`src/rtl/div_if.sv`:
```
// Handshake and data bundle for the sequential signed divider.
// The requester drives the start strobe and operands; the divider returns the quotient and status.
interface div_if;
  logic        ctrl_DIV;
  logic [31:0] data_operandA;
  logic [31:0] data_operandB;
  logic [31:0] data_result;
  logic        data_exception;
  logic        data_resultRDY;
  logic        busy;

  modport master (
    output ctrl_DIV, data_operandA, data_operandB,
    input  data_result, data_exception, data_resultRDY, busy
  );

  modport slave (
    input  ctrl_DIV, data_operandA, data_operandB,
    output data_result, data_exception, data_resultRDY, busy
  );
endinterface

```
`src/rtl/div_sequencer.sv`:
```
// 32-bit signed restoring divider: one quotient bit per cycle, truncation toward zero.
// A start strobe restarts the operation from any state; results appear 34 edges after acceptance.
module div_sequencer (
  input  logic   clk,
  input  logic   reset,
  div_if.slave   bus
);

  typedef enum logic [1:0] {IDLE, RUN, FIX, DONE} state_t;

  localparam logic [31:0] INT_MIN = 32'h8000_0000;

  state_t      state;
  logic [31:0] quo;        // |A| shifts out the top while quotient bits shift in the bottom
  logic [31:0] divisor;
  logic [32:0] rem;
  logic [5:0]  cnt;
  logic        neg;
  logic        div_zero;
  logic        overflow;
  logic [31:0] q_fix;
  logic        e_fix;

  logic [31:0] result_q;
  logic        exception_q;
  logic        rdy_q;
  logic        busy_q;

  logic [33:0] rem_shift;
  logic [33:0] diff;
  logic        ge;
  logic [32:0] rem_next;
  logic [31:0] abs_a;
  logic [31:0] abs_b;

  always_comb begin
    rem_shift = {rem, quo[31]};
    diff      = rem_shift - {2'b00, divisor};
    ge        = ~diff[33];
    rem_next  = ge ? diff[32:0] : rem_shift[32:0];
    // Negating INT_MIN wraps back to 0x80000000, which is the correct unsigned magnitude.
    abs_a     = bus.data_operandA[31] ? -bus.data_operandA : bus.data_operandA;
    abs_b     = bus.data_operandB[31] ? -bus.data_operandB : bus.data_operandB;
  end

  // NOTE: sequential state uses non-blocking assignments so every register samples pre-edge values.
  always_ff @(posedge clk or posedge reset) begin
    if (reset) begin
      state       <= IDLE;
      quo         <= '0;
      divisor     <= '0;
      rem         <= '0;
      cnt         <= '0;
      neg         <= 1'b0;
      div_zero    <= 1'b0;
      overflow    <= 1'b0;
      q_fix       <= '0;
      e_fix       <= 1'b0;
      result_q    <= '0;
      exception_q <= 1'b0;
      rdy_q       <= 1'b0;
      busy_q      <= 1'b0;
    end else begin
      rdy_q <= 1'b0;
      if (bus.ctrl_DIV) begin
        // A strobe always wins: it aborts whatever is in flight, including a pending DONE.
        quo      <= abs_a;
        divisor  <= abs_b;
        neg      <= bus.data_operandA[31] ^ bus.data_operandB[31];
        div_zero <= (bus.data_operandB == '0);
        overflow <= (bus.data_operandA == INT_MIN) && (bus.data_operandB == '1);
        rem      <= '0;
        cnt      <= '0;
        busy_q   <= 1'b1;
        state    <= RUN;
      end else begin
        unique case (state)
          IDLE: busy_q <= 1'b0;
          RUN: begin
            rem <= rem_next;
            quo <= {quo[30:0], ge};
            cnt <= cnt + 6'd1;
            if (cnt == 6'd31) state <= FIX;
          end
          FIX: begin
            q_fix <= div_zero ? '0 : (neg ? -quo : quo);
            e_fix <= div_zero | overflow;
            state <= DONE;
          end
          DONE: begin
            result_q    <= q_fix;
            exception_q <= e_fix;
            rdy_q       <= 1'b1;
            state       <= IDLE;
          end
          default: state <= IDLE;
        endcase
      end
    end
  end

  assign bus.data_result    = result_q;
  assign bus.data_exception = exception_q;
  assign bus.data_resultRDY = rdy_q;
  assign bus.busy           = busy_q;

endmodule

```
`src/flat_wrapper.sv`:
```
// flat-port wrapper written by rule: the top's interface ports become plain ports
module div_sequencer_flat 
  (clk, reset, bus_ctrl_DIV, bus_data_operandA, bus_data_operandB, bus_data_result, bus_data_exception, bus_data_resultRDY, bus_busy);
  div_if bus_i ();
  input  logic clk;
  input  logic reset;
  input wire logic [$bits(bus_i.ctrl_DIV)-1:0] bus_ctrl_DIV;
  input wire logic [$bits(bus_i.data_operandA)-1:0] bus_data_operandA;
  input wire logic [$bits(bus_i.data_operandB)-1:0] bus_data_operandB;
  output wire logic [$bits(bus_i.data_result)-1:0] bus_data_result;
  output wire logic [$bits(bus_i.data_exception)-1:0] bus_data_exception;
  output wire logic [$bits(bus_i.data_resultRDY)-1:0] bus_data_resultRDY;
  output wire logic [$bits(bus_i.busy)-1:0] bus_busy;
  assign bus_i.ctrl_DIV = bus_ctrl_DIV;
  assign bus_i.data_operandA = bus_data_operandA;
  assign bus_i.data_operandB = bus_data_operandB;
  assign bus_data_result = bus_i.data_result;
  assign bus_data_exception = bus_i.data_exception;
  assign bus_data_resultRDY = bus_i.data_resultRDY;
  assign bus_busy = bus_i.busy;
  div_sequencer u_core (.clk(clk), .reset(reset), .bus(bus_i));
endmodule
```
`config.mk`:
```
export PLATFORM = sky130hd
export DESIGN_NAME = div_sequencer_flat
export DESIGN_NICKNAME = d
export VERILOG_FILES = /design/src/rtl/div_if.sv /design/src/rtl/div_sequencer.sv /design/src/flat_wrapper.sv
export SDC_FILE = /design/constraint.sdc
export NUM_CORES = 1
export LEC_CHECK = 0
export CORE_MARGIN = 1
export CORE_UTILIZATION = 40
export DETAILED_ROUTE_END_ITERATION = 16
export PLACE_DENSITY = 0.57
export SYNTH_ARGS = -nofsm -noshare
export SYNTH_HDL_FRONTEND = slang
export SYNTH_SLANG_ARGS = --single-unit
```
`constraint.sdc`:
```
create_clock -name clk -period 8 [get_ports clk]
set_clock_uncertainty 0.1 [all_clocks]
set_input_delay 1.6 -clock clk [delete_from_list [all_inputs] [get_ports clk]]
set_output_delay 1.6 -clock clk [all_outputs]
set_load 0.005 [all_outputs]
```
### After elaboration in Yosys (flattened, before gate mapping)

Index checks and enable logic that the tools add are counted.

* add/subtract/negate cells: 5
* reduce and logical (&&, ||, !) cells: 9
* multiplexer cells: 18
* eq/ne operators: 7
* bitwise gates (word level): 4

Operators by type and width (count)
* $mux 32: 6
* $mux 33: 3
* $neg 32->32: 3
* $eq 32x32->1 const B: 2
* $sub 34x32->34: 1
* $logic_not 32->1: 1
* $mux 6: 2
* $add 6x1->6 const B: 1
* $eq 6x5->1 const B: 1
* $pmux 2 s3: 1
* $reduce_and 2->1: 3
* $eq 2x2->1 const B: 2
* $mux 1: 4
* $mux 2: 2
* $reduce_bool 2->1: 2
* $reduce_bool 4->1: 1
* $ne 3x2->1 const B: 1
* $eq 2x1->1 const B: 1
* $logic_not 2->1: 1
* $not 1->1: 2
* $logic_and 1x1->1: 1
* $or 1x1->1: 1
* $xor 1x1->1: 1

* logic and storage cells: 57
* bits in registers: 176

### Depth between registers and ports, before layout

* depth after elaboration: 4
* gate-level depth with buffers: 13

### Least setup slack after synthesis

No wires, ideal clock.

* path type: input -> register
* start point: input port bus_data_operandA[12]
* end point: register u_core.quo[28]
* library setup time: 137 ps
* path buffers: 0
* slack: 4086 ps
* data arrival time: 3677 ps
* cell stages on the path: 8
* path through: or3_1 -> or3_1 -> nor4b_1 -> nand2_1 -> or3_1 -> o41ai_1 -> xor2_1 -> a21oi_1

* longest elaborated chain between the ends: 3

Ends and longest elaborated chain
* start: declaration: line flat_wrapper.sv:8 `input wire logic [$bits(bus_i.data_operandA)-1:0] bus_data_operandA;`
* $neg 32->32: line div_sequencer.sv:42 `abs_a = bus.data_operandA[31] ? -bus.data_operandA : bus.data_operandA;`
* $mux 32: line div_sequencer.sv:42
* $mux 32: line div_sequencer.sv:65 `if (bus.ctrl_DIV) begin`
* end signal: assignment: line div_sequencer.sv:67 `quo <= abs_a;`
* end signal: assignment: line div_sequencer.sv:81 `quo <= {quo[30:0], ge};`
* end: declaration: line div_sequencer.sv:14 `logic [31:0] quo;`

Every way passes these cells.
A chain may end at the register's enable or synchronous reset.

### Worst setup path in the final report

Same ends and word-level chain as after synthesis.

==> impl_metrics.env <==
export IMPL_drc=0
export IMPL_synth_main_ff_cell="dfrtp_1"
export IMPL_worstSetupPathType="in -> reg"
export IMPL_cts_hold_buffers=0
export IMPL_nets=1421
export IMPL_power_density_nw_per_um2=329
export IMPL_reg2reg_from="u_core.rem[11]"
export IMPL_start_util=0.411
export IMPL_drt_total_wl_um=28900
export IMPL_place_congestion=0.850
export IMPL_crit_slowest_cell="nor4b_1"
export IMPL_hold_depth=2
export IMPL_cts_root_buf="clkbuf_16"
export IMPL_coreArea_um2=27200
export IMPL_rr_endpoint="u_core.rem[3]"
export IMPL_slowest_delay_ps=580
export IMPL_clock_sinks=176
export IMPL_slew_headroom=0.210
export IMPL_ff_latch_area_um2=4400
export IMPL_met3_length_um=1060
export IMPL_path_max_fanout=5
export IMPL_reg2reg_slack_ps=4130
export IMPL_hpwl_um=20700
export IMPL_worstPathRequired_ps=8200
export IMPL_max_freq_mhz=223
export IMPL_synth_area_um2=11200
export IMPL_multiInputGateArea_um2=6260
export IMPL_critPathLaunchType="primary input"
export IMPL_met1Wirelength_um=13700
export IMPL_routedWlPerCell_um=17.0
export IMPL_synthArstFlopShare=1.00
export IMPL_worst_path_most_repeated_cell="or3_1"
export IMPL_ys_seq_area_frac=0.394
export IMPL_grt_usage=0.209
export IMPL_vias=9372
export IMPL_drt_antenna_violating_nets=0
export IMPL_drive_above_1_share=0.0672
export IMPL_finalCritPeriodShare=0.562
export IMPL_num_rows=60
export IMPL_grt_max_degree=96
export IMPL_min_to="u_core.q_fix[21]"
export IMPL_nFillCells=2711
export IMPL_arrival_ps=4690
export IMPL_setup_viol=0
export IMPL_synth_edf_count=0
export IMPL_area_growth_pct=16.6
export IMPL_drt_iter0_markers=632
export IMPL_ys_seq_elements=176
export IMPL_syn_inst=1265
export IMPL_numCtsBuffers=17
export IMPL_tritoncts="built"
export IMPL_synth_avg_cell_area_um2=8.83
export IMPL_clkLatencyLatePin_ps=450
export IMPL_fp_dieArea_um2=28600
export IMPL_grt_pass1_wl_um=47600
export IMPL_rr_worst_depth=10
export IMPL_cap_violations=0
export IMPL_clock_path_buffers=2
export IMPL_h_tree_depth=4
export IMPL_place_ws_ps=3020
export IMPL_cp_cell_sequence="clkdlybuf4s50_1 > or3_1 > or3_1 > nor4b_1 > nand2_1 > or3_1 > o41ai_1 > xor2_1 > a21oi_1"
export IMPL_highest_layer="met4"
export IMPL_setup_slack_ps=3510
export IMPL_dr_wl_met2_um=13400
export IMPL_die_x_um=169
export IMPL_yosys_warnings=0
export IMPL_status="completed"
export IMPL_hp_class="reg -> reg"
export IMPL_post_cts_resized=0
export IMPL_io_pins=102
export IMPL_critPathCaptureType="flip-flop"
export IMPL_leakagePower_nw=5.59
export IMPL_irDropWorstVdd_v=0.000169
export IMPL_synth_nets=1374
export IMPL_antenna_found_initial=2
export IMPL_overflow=0
export IMPL_cts_post_setup_buffers_inserted=0
export IMPL_ys_types=65
export IMPL_finalCriticalPeriod_ps=4490
export IMPL_path_clk_slew_ps=70
export IMPL_grt_pass1_vias=9037
export IMPL_fin_setup_tns_ps=0
export IMPL_final_max_slew_viol_count=0
export IMPL_hold_start="u_core.q_fix[21]"
export IMPL_die_h_um=169
export IMPL_firstDrtPassIters=5
export IMPL_tightest_slew_ps=1180
export IMPL_vias_per_cell=5.52
export IMPL_port_buffers=101
export IMPL_rsz0062_at_grt="false"
export IMPL_finalHoldViolCount=0
[sequential cells by signal (all words and copies together) (netlist names)]
signal                     count
u_core.bus.busy                1
u_core.bus.data_exception      1
u_core.bus.data_result        32
u_core.bus.data_resultRDY      1
u_core.cnt                     6
u_core.div_zero                1
u_core.divisor                32
u_core.e_fix                   1
u_core.neg                     1
u_core.overflow                1
u_core.q_fix                  32
u_core.quo                    32
u_core.rem                    33
u_core.state                   2
[report_power, final]
| part | total [W] | switching (W) | internal, W |
|---|---|---|---|
| Sequential | 0.00144 | 0.000250 | 0.00119 |
| Clock | 0.000850 | 0.000429 | 0.000421 |
| Combinational | 0.00199 | 0.00111 | 0.000879 |
| Total | 0.00428 | 0.00179 | 0.00249 |
[worst max path at each step]
stage / start / slack [ps] / endpoint / cells past startpoint
6_report: bus_data_operandA[12] / 3510 / u_core.quo[28] / 9
5_1_grt: bus_data_operandA[12] / 3430 / u_core.quo[28] / 9
4_1_cts: bus_data_operandA[12] / 3500 / u_core.quo[28] / 9
3_5_place_dp: bus_data_operandA[12] / 3020 / u_core.quo[28] / 9
3_3_place_gp: bus_data_operandA[12] / 3070 / u_core.quo[28] / 9
2_1_floorplan: reset / 1530 / u_core.bus.busy / 1
[logic make-up (layout without fill, tap and decap cells)]
| group | Yosys count | in the layout | synth area share |
|---|---|---|---|
| compound gates | 353 | 353 | 0.201 |
| xor+xnor | 117 | 117 | 0.0918 |
| fa+ha+maj | 42 | 42 | 0.0477 |
| buf+inv | 136 | 196 | 0.0468 |
| flops | 176 | 176 | 0.394 |
| mux | 60 | 60 | 0.0576 |
| other cells | 0 | 2 | 0 |
| simple gates | 381 | 381 | 0.161 |
[cells in the mapped netlist, drive strengths merged (12+ instances only)]
library cell	count	share of area
dfrtp	176	0.39
nand2	128	0.043
o21ai	120	0.054
nor2	94	0.032
a21oi	78	0.035
xor2	74	0.058
clkbuf	72	0.024
inv	54	0.018
nand3	44	0.020
xnor2	43	0.034
ha	41	0.046
o31ai	36	0.025
mux2	34	0.034
a311oi	30	0.024
mux2i	26	0.023
nand4	22	0.012
nor3	17	0.0076
nor2b	15	0.0091
a21o	13	0.0087
or3	12	0.0067
[per-stage QoR]
step / hold slack, ps / cells / total power (W) / cell area, um^2 / utilization
2_1_floorplan: 345 / 1265 / 0.00285 / 11200 / -
3_3_place_gp: 362 / 1665 / 0.00342 / 12400 / 0.457
3_5_place_dp: 371 / 1665 / 0.00345 / 12400 / 0.457
4_1_cts: 387 / 1697 / 0.00431 / 13000 / 0.479
5_1_grt: 413 / 1699 / 0.00463 / 13000 / 0.479
6_report: 375 / 1699 / 0.00428 / 13000 / 0.479
[worst max-delay path, delay by kind of cell]
kind                   cells  cell delay (ps)
buffers and inverters      1              450
AO/OA/AOI/OAI              2              440
XOR/XNOR                   1              180
AND/OR/NAND/NOR            5             2020
[per-layer routing]
metal	GRT usage	up-vias
li1	-	4631
met1	0.285	4505
met2	0.339	201
met3	0.0311	35
met4	0.0721	0
met5	0	-
[cell type report]
class                   count  area share
multi-input cells         953       0.481
flip-flops and latches    176       0.338
repair buffers            110      0.0827
well taps                 372      0.0358
clock buffers              18      0.0330
inverters                  54      0.0160
clock inverters            14      0.0128
diodes                      2    0.000384
[cells in the final DEF (no fill, tap or decap), types with 10 or more instances in the layout]
cell type        netlist  routed
a21oi_1               78      77
nor2b_1               14      14
o21ai_0              117     117
clkbuf_16              0      17
o31ai_1               35      35
nor3_1                17      17
mux2_2                34      34
ha_1                  41      40
xor2_1                74      74
a311oi_1              30      30
nand4_1               22      22
a21o_1                13      13
or3_1                 12      12
xnor2_1               43      43
nor2_1                94      94
nand3_1               44      44
inv_1                 54      53
clkdlybuf4s50_1        0     100
dfrtp_1              176     176
mux2i_1               26      26
buf_4                  0      10
nand2_1              128     128
Note: power is estimated with default switching activity, not from simulation.
